===== src/rtl/morse_lcd_pkg.sv =====
// morse_lcd_pkg: shared definitions for the LCD write path of the Morse system.
// Holds the arbiter state encoding and the field widths of one LCD character write.
package morse_lcd_pkg;

    localparam logic [1:0] ST_IDLE      = 2'd0;
    localparam logic [1:0] ST_ISSUE     = 2'd1;
    localparam logic [1:0] ST_WAIT_DONE = 2'd2;

    localparam int LCD_ROW_W  = 2;
    localparam int LCD_COL_W  = 4;
    localparam int LCD_CHAR_W = 8;

    // A space character, so an unwritten latch shows nothing on the display
    localparam logic [LCD_CHAR_W-1:0] LCD_BLANK = 8'h20;

    typedef enum logic [1:0] {
        IDLE      = ST_IDLE,
        ISSUE     = ST_ISSUE,
        WAIT_DONE = ST_WAIT_DONE
    } arb_state_t;

endpackage


===== src/rtl/lcd_write_arbiter_rr_pick.sv =====
// rr_pick: combinational round-robin picker.
// Returns the first valid index strictly after last_grant, wrapping around.
module rr_pick #(
    parameter int NUM_REQ = 3,
    parameter int IDX_W   = $clog2(NUM_REQ)
) (
    input  logic [NUM_REQ-1:0] valid,
    input  logic [IDX_W-1:0]   last_grant,
    output logic [NUM_REQ-1:0] onehot,
    output logic [IDX_W-1:0]   idx,
    output logic               any
);

    localparam int DBL_W = 2 * NUM_REQ;

    logic [DBL_W-1:0] w_doubled;
    logic [DBL_W-1:0] w_mask;
    logic [DBL_W-1:0] w_candidates;
    logic             w_found;

    // The upper copy of valid supplies the wrap-around; the mask drops everything up to last_grant
    always_comb begin
        w_doubled    = {valid, valid};
        w_mask       = ~((DBL_W'(1) << (32'(last_grant) + 1)) - DBL_W'(1));
        w_candidates = w_doubled & w_mask;
    end

    // Lowest surviving bit wins; positions in the upper copy fold back onto the real index
    always_comb begin
        w_found = 1'b0;
        idx     = '0;
        for (int p = 0; p < DBL_W; p++) begin
            if (!w_found && w_candidates[p]) begin
                w_found = 1'b1;
                idx     = (p >= NUM_REQ) ? IDX_W'(p - NUM_REQ) : IDX_W'(p);
            end
        end
        any    = w_found;
        onehot = w_found ? (NUM_REQ'(1) << idx) : '0;
    end

endmodule


===== src/rtl/lcd_write_arbiter.sv =====
// lcd_write_arbiter: shares the single LCD controller write port between NUM_REQ writers.
// One write is in flight at a time; completion or a watchdog abort is routed to the owner.
module lcd_write_arbiter
    import morse_lcd_pkg::*;
#(
    parameter int NUM_REQ             = 3,
    parameter int DONE_TIMEOUT_CYCLES = 2_500_000
) (
    input  logic                          clk,
    input  logic                          rst,
    input  logic [NUM_REQ-1:0]            req_valid,
    input  logic [LCD_ROW_W*NUM_REQ-1:0]  req_row,
    input  logic [LCD_COL_W*NUM_REQ-1:0]  req_col,
    input  logic [LCD_CHAR_W*NUM_REQ-1:0] req_char,
    output logic [NUM_REQ-1:0]            req_ready,
    output logic [NUM_REQ-1:0]            req_done,
    output logic [NUM_REQ-1:0]            req_err,
    output logic                          lcd_req,
    output logic [LCD_ROW_W-1:0]          lcd_row,
    output logic [LCD_COL_W-1:0]          lcd_col,
    output logic [LCD_CHAR_W-1:0]         lcd_char,
    input  logic                          lcd_busy,
    input  logic                          lcd_done,
    output logic                          arb_busy,
    output logic                          timeout_flag
);

    localparam int IDX_W = $clog2(NUM_REQ);
    localparam int CNT_W = $clog2(DONE_TIMEOUT_CYCLES);

    localparam logic [IDX_W-1:0] IDX_LAST     = IDX_W'(NUM_REQ - 1);
    localparam logic [CNT_W-1:0] CNT_TERMINAL = CNT_W'(DONE_TIMEOUT_CYCLES - 1);

    arb_state_t r_state;
    arb_state_t w_nextState;

    logic [IDX_W-1:0]      r_lastGrant;
    logic [IDX_W-1:0]      r_owner;
    logic [LCD_ROW_W-1:0]  r_row;
    logic [LCD_COL_W-1:0]  r_col;
    logic [LCD_CHAR_W-1:0] r_char;
    logic [CNT_W-1:0]      r_count;
    logic [NUM_REQ-1:0]    r_reqDone;
    logic [NUM_REQ-1:0]    r_reqErr;
    logic                  r_timeoutFlag;

    logic [NUM_REQ-1:0] w_pickOnehot;
    logic [IDX_W-1:0]   w_pickIdx;
    logic               w_pickAny;
    logic               w_grant;
    logic               w_doneHit;
    logic               w_timeoutHit;
    logic [NUM_REQ-1:0] w_ownerOnehot;

    rr_pick #(
        .NUM_REQ (NUM_REQ),
        .IDX_W   (IDX_W)
    ) u_rrPick (
        .valid      (req_valid),
        .last_grant (r_lastGrant),
        .onehot     (w_pickOnehot),
        .idx        (w_pickIdx),
        .any        (w_pickAny)
    );

    // Next-state and per-cycle events; lcd_done is checked before the terminal count so it wins a tie
    always_comb begin
        w_nextState  = r_state;
        w_grant      = 1'b0;
        w_doneHit    = 1'b0;
        w_timeoutHit = 1'b0;
        case (r_state)
            IDLE: begin
                if (w_pickAny && !lcd_busy) begin
                    w_grant     = 1'b1;
                    w_nextState = ISSUE;
                end
            end
            ISSUE: begin
                w_nextState = WAIT_DONE;
            end
            WAIT_DONE: begin
                if (lcd_done) begin
                    w_doneHit   = 1'b1;
                    w_nextState = IDLE;
                end else if (r_count == CNT_TERMINAL) begin
                    w_timeoutHit = 1'b1;
                    w_nextState  = IDLE;
                end
            end
            default: begin
                w_nextState = IDLE;
            end
        endcase
    end

    // State register
    always_ff @(posedge clk) begin
        if (rst) begin
            r_state <= IDLE;
        end else begin
            r_state <= w_nextState;
        end
    end

    // Capture the winner's fields at acceptance so later changes by the writer cannot disturb the write
    always_ff @(posedge clk) begin
        if (rst) begin
            r_owner <= '0;
            r_row   <= '0;
            r_col   <= '0;
            r_char  <= LCD_BLANK;
        end else if (w_grant) begin
            r_owner <= w_pickIdx;
            r_row   <= req_row[int'(w_pickIdx)*LCD_ROW_W +: LCD_ROW_W];
            r_col   <= req_col[int'(w_pickIdx)*LCD_COL_W +: LCD_COL_W];
            r_char  <= req_char[int'(w_pickIdx)*LCD_CHAR_W +: LCD_CHAR_W];
        end
    end

    // Watchdog: restarts with every strobe and stops at the terminal count rather than wrapping
    always_ff @(posedge clk) begin
        if (rst) begin
            r_count <= '0;
        end else if (r_state == ISSUE) begin
            r_count <= '0;
        end else if (r_state == WAIT_DONE && !w_doneHit && !w_timeoutHit) begin
            r_count <= r_count + CNT_W'(1);
        end
    end

    // Completion bookkeeping: one-cycle owner pulses, sticky timeout flag, round-robin pointer
    always_ff @(posedge clk) begin
        if (rst) begin
            r_reqDone     <= '0;
            r_reqErr      <= '0;
            r_timeoutFlag <= 1'b0;
            r_lastGrant   <= IDX_LAST;
        end else begin
            r_reqDone <= w_doneHit ? w_ownerOnehot : '0;
            r_reqErr  <= w_timeoutHit ? w_ownerOnehot : '0;
            if (w_timeoutHit) begin
                r_timeoutFlag <= 1'b1;
            end
            if (w_doneHit || w_timeoutHit) begin
                r_lastGrant <= r_owner;
            end
        end
    end

    assign w_ownerOnehot = NUM_REQ'(1) << r_owner;
    assign req_ready     = w_grant ? w_pickOnehot : '0;
    assign req_done      = r_reqDone;
    assign req_err       = r_reqErr;
    assign lcd_req       = (r_state == ISSUE);
    assign lcd_row       = r_row;
    assign lcd_col       = r_col;
    assign lcd_char      = r_char;
    assign arb_busy      = (r_state != IDLE);
    assign timeout_flag  = r_timeoutFlag;

endmodule

===== config.mk =====
export PLATFORM = sky130hd
export DESIGN_NAME = lcd_write_arbiter
export DESIGN_NICKNAME = d
export VERILOG_FILES = /design/src/rtl/morse_lcd_pkg.sv /design/src/rtl/lcd_write_arbiter_rr_pick.sv /design/src/rtl/lcd_write_arbiter.sv
export SDC_FILE = /design/constraint.sdc
export NUM_CORES = 1
export LEC_CHECK = 0
export CORE_MARGIN = 2
export CORE_UTILIZATION = 47
export DETAILED_ROUTE_END_ITERATION = 12
export HOLD_SLACK_MARGIN = 0.05
export PLACE_DENSITY = 0.8
export SKIP_CTS_REPAIR_TIMING = 1
export SLEW_MARGIN = 20
export SYNTH_ARGS = -nofsm -noshare
export SYNTH_HDL_FRONTEND = slang
export SYNTH_HIERARCHICAL = 1
export SYNTH_SLANG_ARGS = --single-unit

===== constraint.sdc =====
create_clock -name clk -period 2.5 [get_ports clk]
set_input_delay 0.625 -clock clk [delete_from_list [all_inputs] [get_ports clk]]
set_output_delay 0.625 -clock clk [all_outputs]
set_load 0.01 [all_outputs]

==> impl_metrics.yaml, run 1 <==
power_and_ir_drop:
  power.internal_w: 0.001316
  peakVddDrop_mv: 0.3454
  p_leak_nw: 1.303
  p_comb_share_pct: 18.5
  power_density_nw_per_um2: 492.5
  swShare_pct: 23.96
  p_sw_w: 0.0004146
  power.total_w: 0.001731
  seq_power_share_pct: 47.6
  clock_power_share_pct: 33.9
timing:
  hold_viol: 0
  final.setup.worst_slack_ns: 0.04765
  setup_viol: 0
  report.final.slew_viol_count: 0
  fmax_mhz: 407.8
  final.period_utilization_pct: 98.09
  layout_min_cycle_time_ns: 2.452
  grt_setup_unrepaired: "false"
  slew_headroom_pct: 47.27
  worst_slew_pin_slew_ns: 0.7837
  clock_skew_ns: 0.01392
synthesis:
  ys_seq_area_share_pct: 39.98
  syn_nets: 345
  synth_top_area_share_pct: 39.98
  synth_area_um2: 2454
  synth_area_leaders: "dfxtp_1 40%, nor2_1 8.9%, mux2i_1 6.9%"
  async_flop_share_pct: 0
  ys.flop_type: "dfxtp_1"
  yosys_warnings: 6
  syn-mean-instance-area_um2: 8.317
  synth_edf_count: 0
  syn_inst: 295
  yosysUniqueCellTypes: 44
  synth_top_area_cell: "dfxtp_1"
  synth_seq_cells: 49
cts:
  cts_tree: "yes"
  numClockSinks: 49
  clk_pin_slew_ns: 0.08
  htree_levels: 2
  cts_root_buf: "clkbuf_8"
  numCtsBuffers: 5
  clockBufferDepth: 2
  insertion_delay_ns: 0.30
critical_path:
  path_cells: "dlymetal6s2s_1 -> a21boi_2 -> or3_1 -> nor3b_4 -> buf_4 -> and2_1 -> buf_2"
  cpPeakStageDelay_ns: 0.33
  arrival_ns: 1.83
  reg2reg_setup_slack_ns: 0.46
  end_kind: "output pin"
  cp.required_ns: 1.88
  r2r_cells: 6
  crit_slowest_cell: "or3_1"
  crit_type: "primary input to output pin"
  r2r_end: "r_count[11]"
  critPathMaxFanout: 4
  start_kind: "primary input"
  r2r-start: "r_count[0]"
routing:
  antenna_left: 0
  viasPerCell: 5.358
  drc: 0
  first_iter_violations: 70
  wirelength_mm: 6.604
  firstDrtPassIters: 4
  num_vias: 2422
  wl_per_cell_um: 14.61
finish:
  final_common_cell: "clkdlybuf4s50_1"
  diodes: 0
  fin_nets: 431
  drive_above_1_share_pct: 10.21
  area_growth_pct: 43.19
  final_cell_mix: "68 x clkdlybuf4s50_1, 58 x nor2_1, 49 x dfxtp_1"
worst_hold_path:
  hold_start: "timeout_flag"
  worst_hold_path_type: "flop to flop"
  hold_end: "timeout_flag"
  hold_depth: 2
die:
  die_h_um: 76.25
  coreArea_um2: 5075
  initial_core_util_pct: 48.35
  fp.dieArea_um2: 5814
  ioPinCount: 75
  fp.dieW_um: 76.25
  rows: 26
global_routing:
  overflow: 0
  grt_pass1_wl_mm: 10.90
  grt_pass1_vias: 2318
  antenna_found_initial: 0
  grt_max_degree: 29
  groute.usage.overall_pct: 22.79
place:
  gp_congestion: 0.8326
  io_buffers: 74
  dp_hpwl_mm: 4.868
  dp_slack_ns: -0.5057
flow_run:
  cap_viol_max_count: 0
status:
  status: "finished, final reports clean"
[power by group through the flow]
stage / clock (W) / sequential, W / combinational, W
6_report: 0.000587 / 0.000823 / 0.000320
5_1_grt: 0.000640 / 0.000828 / 0.000346
4_1_cts: 0.000599 / 0.000823 / 0.000322
3_5_place_dp: 0 / 0.000841 / 0.000319
3_3_place_gp: 0 / 0.000840 / 0.000312
2_1_floorplan: 0 / 0.000851 / 0.000126
[critical path: cells and delay by family]
kind | cells | cell delay [ns]
simple gates | 3 | 0.65
buf+inv | 3 | 0.40
compound gates | 1 | 0.16
[metrics by stage]
stage,instance area (µm²),std cells,setup TNS (ns),hold slack (ns),utilization (%)
after CTS,3502,451,-1.545,0.5017,69.01
final,3513,452,0,0.4978,69.23
after global routing,3513,452,0,0.5261,69.23
after floorplan,2454,295,0,0.4735,-
after detailed placement,3382,443,-1.501,0.4802,66.64
after global placement,3382,443,-1.284,0.4608,66.64
[sequential cells by signal, indices dropped and copies added, names as in the netlist]
signal	cells
r_count	22
lcd_char	8
lcd_col	4
req_done	3
req_err	3
lcd_row	2
r_lastGrant	2
r_owner	2
r_state	2
timeout_flag	1
[synth_stat cells (all sizes together), types with 5 or more instances]
| cell type | number |
|---|---|
| a211oi | 13 |
| a21oi | 24 |
| clkbuf | 11 |
| dfxtp | 49 |
| mux2i | 17 |
| nand2 | 14 |
| nand2b | 6 |
| nand3 | 16 |
| nand4 | 9 |
| nor2 | 58 |
| nor3 | 5 |
| o21ai | 7 |
| xor2 | 15 |
[cell type report]
type	count	area [µm²]
Clock buffer	6	82.58
Clock inverter	2	37.54
Fill cell	435	1562
Inverter	4	15.01
Multi-Input combinational cell	229	1421
Sequential cell	49	980.9
Tap cell	70	87.58
Timing Repair Buffer	92	888.4
[per-layer routing]
layer	share of wire, %	wire, µm	vias to the layer above	global-route usage [%]
li1	-	-	1214	-
met1	45	2976	1147	29.20
met2	50	3306	52	38.58
met3	3.6	236	9	3.791
met4	1.3	85	0	8.364
met5	0	0	-	0
[logic make-up after synthesis]
group,synth area share (%)
simple gates,28.96
compound gates,14.89
flops,39.98
xor+xnor,6.069
buf+inv,2.651
mux,6.935
fa+ha+maj,0.5099
[worst max-delay path by stage]
stage / start / endpoint / depth (start not counted)
finish: req_valid[0] / req_ready[0] / 7
global route: req_valid[0] / req_ready[0] / 7
CTS: req_valid[0] / req_ready[0] / 6
detailed placement: req_valid[0] / req_ready[0] / 6
global placement: req_valid[0] / req_ready[1] / 6
floorplan: req_valid[0] / req_ready[0] / 5
Power figures use the tool's default switching activity.
==> run 2, diff against run 1 <==
- CORE_ASPECT_RATIO: not set -> 0.6
==> impl_metrics.yaml, run 2 (same netlist as run 1, synthesis figures left out) <==
status:
  status: "finished, final reports clean"
critical_path:
  cp-startpoint: "req_valid[0]"
  crit_type: "primary input to output pin"
  cp_top_family: "simple AND/OR/NAND/NOR gates"
  cp_num_buf_inv: 3
  crit_slowest_cell: "or3_1"
  critical_path_depth: 7
  r2r_end: "r_count[11]"
  arrival_ns: 1.85
  reg2reg_setup_slack_ns: 0.34
  cpPeakStageDelay_ns: 0.39
  path_cells: "clkbuf_2 -> a21boi_2 -> or3_1 -> nor3b_4 -> buf_4 -> and2_1 -> buf_2"
  cp.required_ns: 1.88
  r2r-start: "r_count[0]"
  r2r_cells: 6
  end_kind: "output pin"
  crit_end: "req_ready[1]"
  critPathMaxFanout: 3
  start_kind: "primary input"
routing:
  highest_layer: "met4"
  num_vias: 2452
  drc: 0
  wirelength_mm: 6.722
  first_iter_violations: 136
  firstDrtPassIters: 4
  antenna_left: 0
  wl_per_cell_um: 14.81
  wl_met1_mm: 3.071
  wl_met2_mm: 3.210
  viasPerCell: 5.401
  route.met3.wl_um: 368
global_routing:
  groute.usage.overall_pct: 23.04
  grt_pass1_vias: 2225
  grt_pass1_wl_mm: 10.72
  grt_max_degree: 26
  overflow: 0
  antenna_found_initial: 0
cts:
  numClockSinks: 49
  clk_pin_slew_ns: 0.08
  numCtsBuffers: 5
  insertion_delay_ns: 0.30
  clockBufferDepth: 2
  htree_levels: 2
  cts_tree: "yes"
  cts_root_buf: "clkbuf_8"
timing:
  setup_viol: 0
  grt_setup_unrepaired: "false"
  final.period_utilization_pct: 98.83
  fin_tns_setup_ns: 0
  final.setup.worst_slack_ns: 0.02920
  report.final.slew_viol_count: 0
  fmax_mhz: 404.7
  clock_skew_ns: 0.009770
  layout_min_cycle_time_ns: 2.471
  slew_headroom_pct: 69.98
  worst_slew_pin_slew_ns: 0.4462
  hold_viol: 0
place:
  io_buffers: 74
  dp_hpwl_mm: 5.098
  dp_slack_ns: -0.5106
  gp_congestion: 0.8311
die:
  fp.dieW_um: 97.28
  coreArea_um2: 5055
  rows: 20
  fp.dieArea_um2: 5833
  initial_core_util_pct: 48.54
  die_h_um: 59.97
  ioPinCount: 75
power_and_ir_drop:
  peakVddDrop_mv: 0.2529
  clock_power_share_pct: 33.8
  power.internal_w: 0.001322
  p_comb_share_pct: 18.9
  p_leak_nw: 1.325
  swShare_pct: 24.08
  p_sw_w: 0.0004191
  power.total_w: 0.001741
  seq_power_share_pct: 47.3
  power_density_nw_per_um2: 490.9
worst_hold_path:
  worst_hold_path_type: "flop to flop"
finish:
  largest_reg_flops: 22
  final_cell_mix: "68 x clkdlybuf4s50_1, 58 x nor2_1, 49 x dfxtp_1"
  final_common_cell: "clkdlybuf4s50_1"
  fin_nets: 437
  area_growth_pct: 44.52
  regMostFlops: "r_count"
  final_core_util_pct: 70.15
  drive_above_1_share_pct: 11.86
  diodes: 0
flow_run:
  cap_viol_max_count: 0
[run 2: worst min-delay path by stage]
stage / start / end / slack [ns] / cells after the start
after global placement: timeout_flag / timeout_flag / 0.46 / 2
after global routing: lcd_char[1] / lcd_char[1] / 0.53 / 2
after detailed placement: timeout_flag / timeout_flag / 0.47 / 2
after floorplan: r_owner[1] / req_err[0] / 0.47 / 1
after CTS: timeout_flag / timeout_flag / 0.50 / 2
final: timeout_flag / timeout_flag / 0.49 / 2
[run 2: power by group through the flow]
stage                     combinational [W]  clock, W  sequential [W]
after floorplan                    0.000126         0        0.000851
after global placement             0.000314         0        0.000840
after detailed placement           0.000323         0        0.000841
after CTS                          0.000324  0.000606        0.000824
after global routing               0.000355  0.000636        0.000828
final                              0.000328  0.000589        0.000824
[run 2: metrics by stage]
step | hold slack, ns | area, µm² | instances
2_1_floorplan | 0.4735 | 2454 | 295
3_3_place_gp | 0.4580 | 3400 | 442
3_5_place_dp | 0.4728 | 3400 | 442
4_1_cts | 0.4966 | 3520 | 450
5_1_grt | 0.5272 | 3546 | 454
6_report | 0.4926 | 3546 | 454
[run 2: layout make-up]
class                   instances  area, µm²
flip-flops and latches         49      980.9
inverters                       4      15.01
clock inverters                 2      37.54
fillers                       401       1509
clock buffers                   6      82.58
multi-input cells             229       1421
repair buffers                 98      925.9
well taps                      66      82.58
[run 2: worst register-to-register path: cells and delay by family (launching register included)]
family / cells / cell delay [ns]
flip-flops: 1 / 0.45
AND/OR/NAND/NOR: 3 / 0.97
adder cells (fa/ha/maj): 1 / 0.26
AO/OA/AOI/OAI: 2 / 0.35
[run 2: layer usage]
| layer | GRT usage [%] | vias up |
|---|---|---|
| li1 | - | 1233 |
| met1 | 31.48 | 1142 |
| met2 | 37.60 | 69 |
| met3 | 5.029 | 8 |
| met4 | 6.548 | 0 |
| met5 | 0 | - |
==> run 3, diff against run 2 <==
- SYNTH_HIERARCHICAL: 1 -> not set
==> impl_metrics.yaml, run 3 <==
status:
  status: "finished, final reports clean"
critical_path:
  r2r_end: "lcd_char[3]"
  cp-startpoint: "lcd_busy"
  reg2reg_setup_slack_ns: 0.42
  arrival_ns: 1.77
  end_kind: "output pin"
  crit_type: "primary input to output pin"
  r2r_cells: 7
  cp.required_ns: 1.88
  critPathMaxFanout: 3
  cpPeakStageDelay_ns: 0.39
  path_cells: "clkdlybuf4s50_1 -> nor2_1 -> o221ai_2 -> buf_4 -> nor2b_1 -> buf_2"
  r2r-start: "r_lastGrant[0]"
  crit_slowest_cell: "clkdlybuf4s50_1"
  start_kind: "primary input"
finish:
  largest_reg_flops: 22
  seqCellArea_um2: 980.9
  final_common_cell: "clkdlybuf4s50_1"
  multiInputGateArea_um2: 1441
  final_core_util_pct: 69.38
  diodes: 0
  n_fill_cell: 409
  area_growth_pct: 42.21
  drive_above_1_share_pct: 17.96
  fin_nets: 411
  regMostFlops: "r_count"
  final_cell_mix: "68 x clkdlybuf4s50_1, 49 x dfxtp_1, 26 x nor2_1"
die:
  die_h_um: 60.11
  fp.dieArea_um2: 5862
  ioPinCount: 75
  coreArea_um2: 5055
  initial_core_util_pct: 48.79
  fp.dieW_um: 97.52
  rows: 20
synthesis:
  async_flop_share_pct: 0
  ys_seq_area_share_pct: 39.78
  syn_inst: 272
  ys.flop_type: "dfxtp_1"
  yosysMostFrequentCell: "dfxtp_1"
  synthSimpleGateAreaFrac_pct: 30.09
  synthTopCellsByCount: "49 x dfxtp_1, 27 x nor2_1, 23 x nand2_1"
  synthMuxAreaShare_pct: 6.900
  synth_top_area_cell: "dfxtp_1"
  yosysUniqueCellTypes: 43
  synth_fa_ha_area_share_pct: 0.5074
  synth_edf_count: 0
  synth_area_leaders: "dfxtp_1 40%, mux2i_1 6.9%, a32o_1 5.3%"
  syn_nets: 322
  yosys_warnings: 0
  synth_area_um2: 2466
  synth_top_family_by_area: "simple AND/OR/NAND/NOR gates"
  synth_seq_cells: 49
  syn-mean-instance-area_um2: 9.067
  synth_top_area_share_pct: 39.78
  synth_compound_area_share_pct: 16.18
  synth_xor_area_share_pct: 3.551
cts:
  numCtsBuffers: 5
  cts_root_buf: "clkbuf_8"
  clk_pin_slew_ns: 0.09
  cts_tree: "yes"
  htree_levels: 2
  numClockSinks: 49
  insertion_delay_ns: 0.30
  clockBufferDepth: 2
place:
  io_buffers: 74
  dp_hpwl_mm: 5.341
  gp_congestion: 0.8465
  dp_slack_ns: -0.6642
worst_hold_path:
  hold_end: "lcd_col[1]"
  hold_start: "lcd_col[1]"
  worst_hold_path_type: "flop to flop"
  hold_depth: 1
global_routing:
  grt_pass1_wl_mm: 10.60
  grt_pass1_vias: 2162
  grt_max_degree: 28
  antenna_found_initial: 0
  groute.usage.overall_pct: 22.98
  overflow: 0
routing:
  num_vias: 2408
  viasPerCell: 5.626
  antenna_left: 0
  drc: 0
  firstDrtPassIters: 4
  wl_per_cell_um: 16.18
  first_iter_violations: 158
  wirelength_mm: 6.926
power_and_ir_drop:
  peakVddDrop_mv: 0.3213
  power_density_nw_per_um2: 455.5
  p_leak_nw: 1.405
timing:
  fin_tns_setup_ns: 0
  report.final.slew_viol_count: 0
  layout_min_cycle_time_ns: 2.393
  grt_setup_unrepaired: "false"
  clock_skew_ns: 0.005261
  hold_viol: 0
  slew_headroom_pct: 54.95
  final.period_utilization_pct: 95.74
  final.setup.worst_slack_ns: 0.1065
  setup_viol: 0
  fmax_mhz: 417.8
  worst_slew_pin_slew_ns: 0.6750
flow_run:
  cap_viol_max_count: 0
[run 3: cell count changes after synthesis, moves of 4 or more]
cell	delta
nor2_1	-31
or2_2	+16
a211oi_1	-13
a32o_1	+13
a21oi_1	-9
nand2_1	+9
nand3_1	-8
xor2_1	-7
clkbuf_1	-6
or3_1	+5
buf_2	+4
nand4_1	-4
o21ai_1	+4
[run 3: critical path: cells and delay by family]
kind | cells | cell delay (ns)
and+or+nand+nor | 2 | 0.31
buffers and inverters | 3 | 0.70
AOI/OAI and AO/OA | 1 | 0.14
[run 3: final cells by class]
| class | count | share of cell area [%] |
|---|---|---|
| tap | 66 | 2.355 |
| inverter | 6 | 0.6422 |
| sequential | 49 | 27.97 |
| clock inverter | 2 | 0.3924 |
| multi-input combinational | 206 | 41.10 |
| clock buffer | 6 | 2.355 |
| timing repair buffer | 93 | 25.19 |
[run 3: power by group]
part           switching [W]  internal, W
clock network       0.000259     0.000225
registers          0.0000169     0.000805
logic               0.000120     0.000172
total               0.000396      0.00120
[run 3: logic make-up (layout without fill, tap and decap cells)]
logic type / count (synthesis) / after routing
AND/OR/NAND/NOR: 124 / 124
flip-flops: 49 / 49
adder cells (fa/ha/maj): 1 / 1
AO/OA/AOI/OAI: 54 / 54
multiplexers: 17 / 17
XOR/XNOR: 10 / 10
buffers and inverters: 17 / 107
[run 3: through the flow]
step	hold WS (ns)	total power [W]	instances	instance area, µm²
after floorplan	0.4524	0.0009506	272	2466
after global placement	0.4468	0.001116	419	3373
after detailed placement	0.4552	0.001125	419	3373
after CTS	0.4767	0.001602	427	3470
after global routing	0.4834	0.001666	428	3507
final	0.4756	0.001598	428	3507
[run 3: metal layers]
layer | vias to the layer above | routed length [µm] | track usage, %
li1 | 1167 | - | -
met1 | 1146 | 3116 | 32.36
met2 | 87 | 3139 | 35.67
met3 | 8 | 607 | 6.316
met4 | 0 | 63 | 4.960
met5 | - | 0 | 0
[run 3: worst max path at each step]
| stage | end |
|---|---|
| 3_3_place_gp | req_ready[1] |
| 3_5_place_dp | req_ready[1] |
| 4_1_cts | req_ready[1] |
| 6_report | req_ready[0] |
| 2_1_floorplan | req_ready[1] |
| 5_1_grt | req_ready[0] |
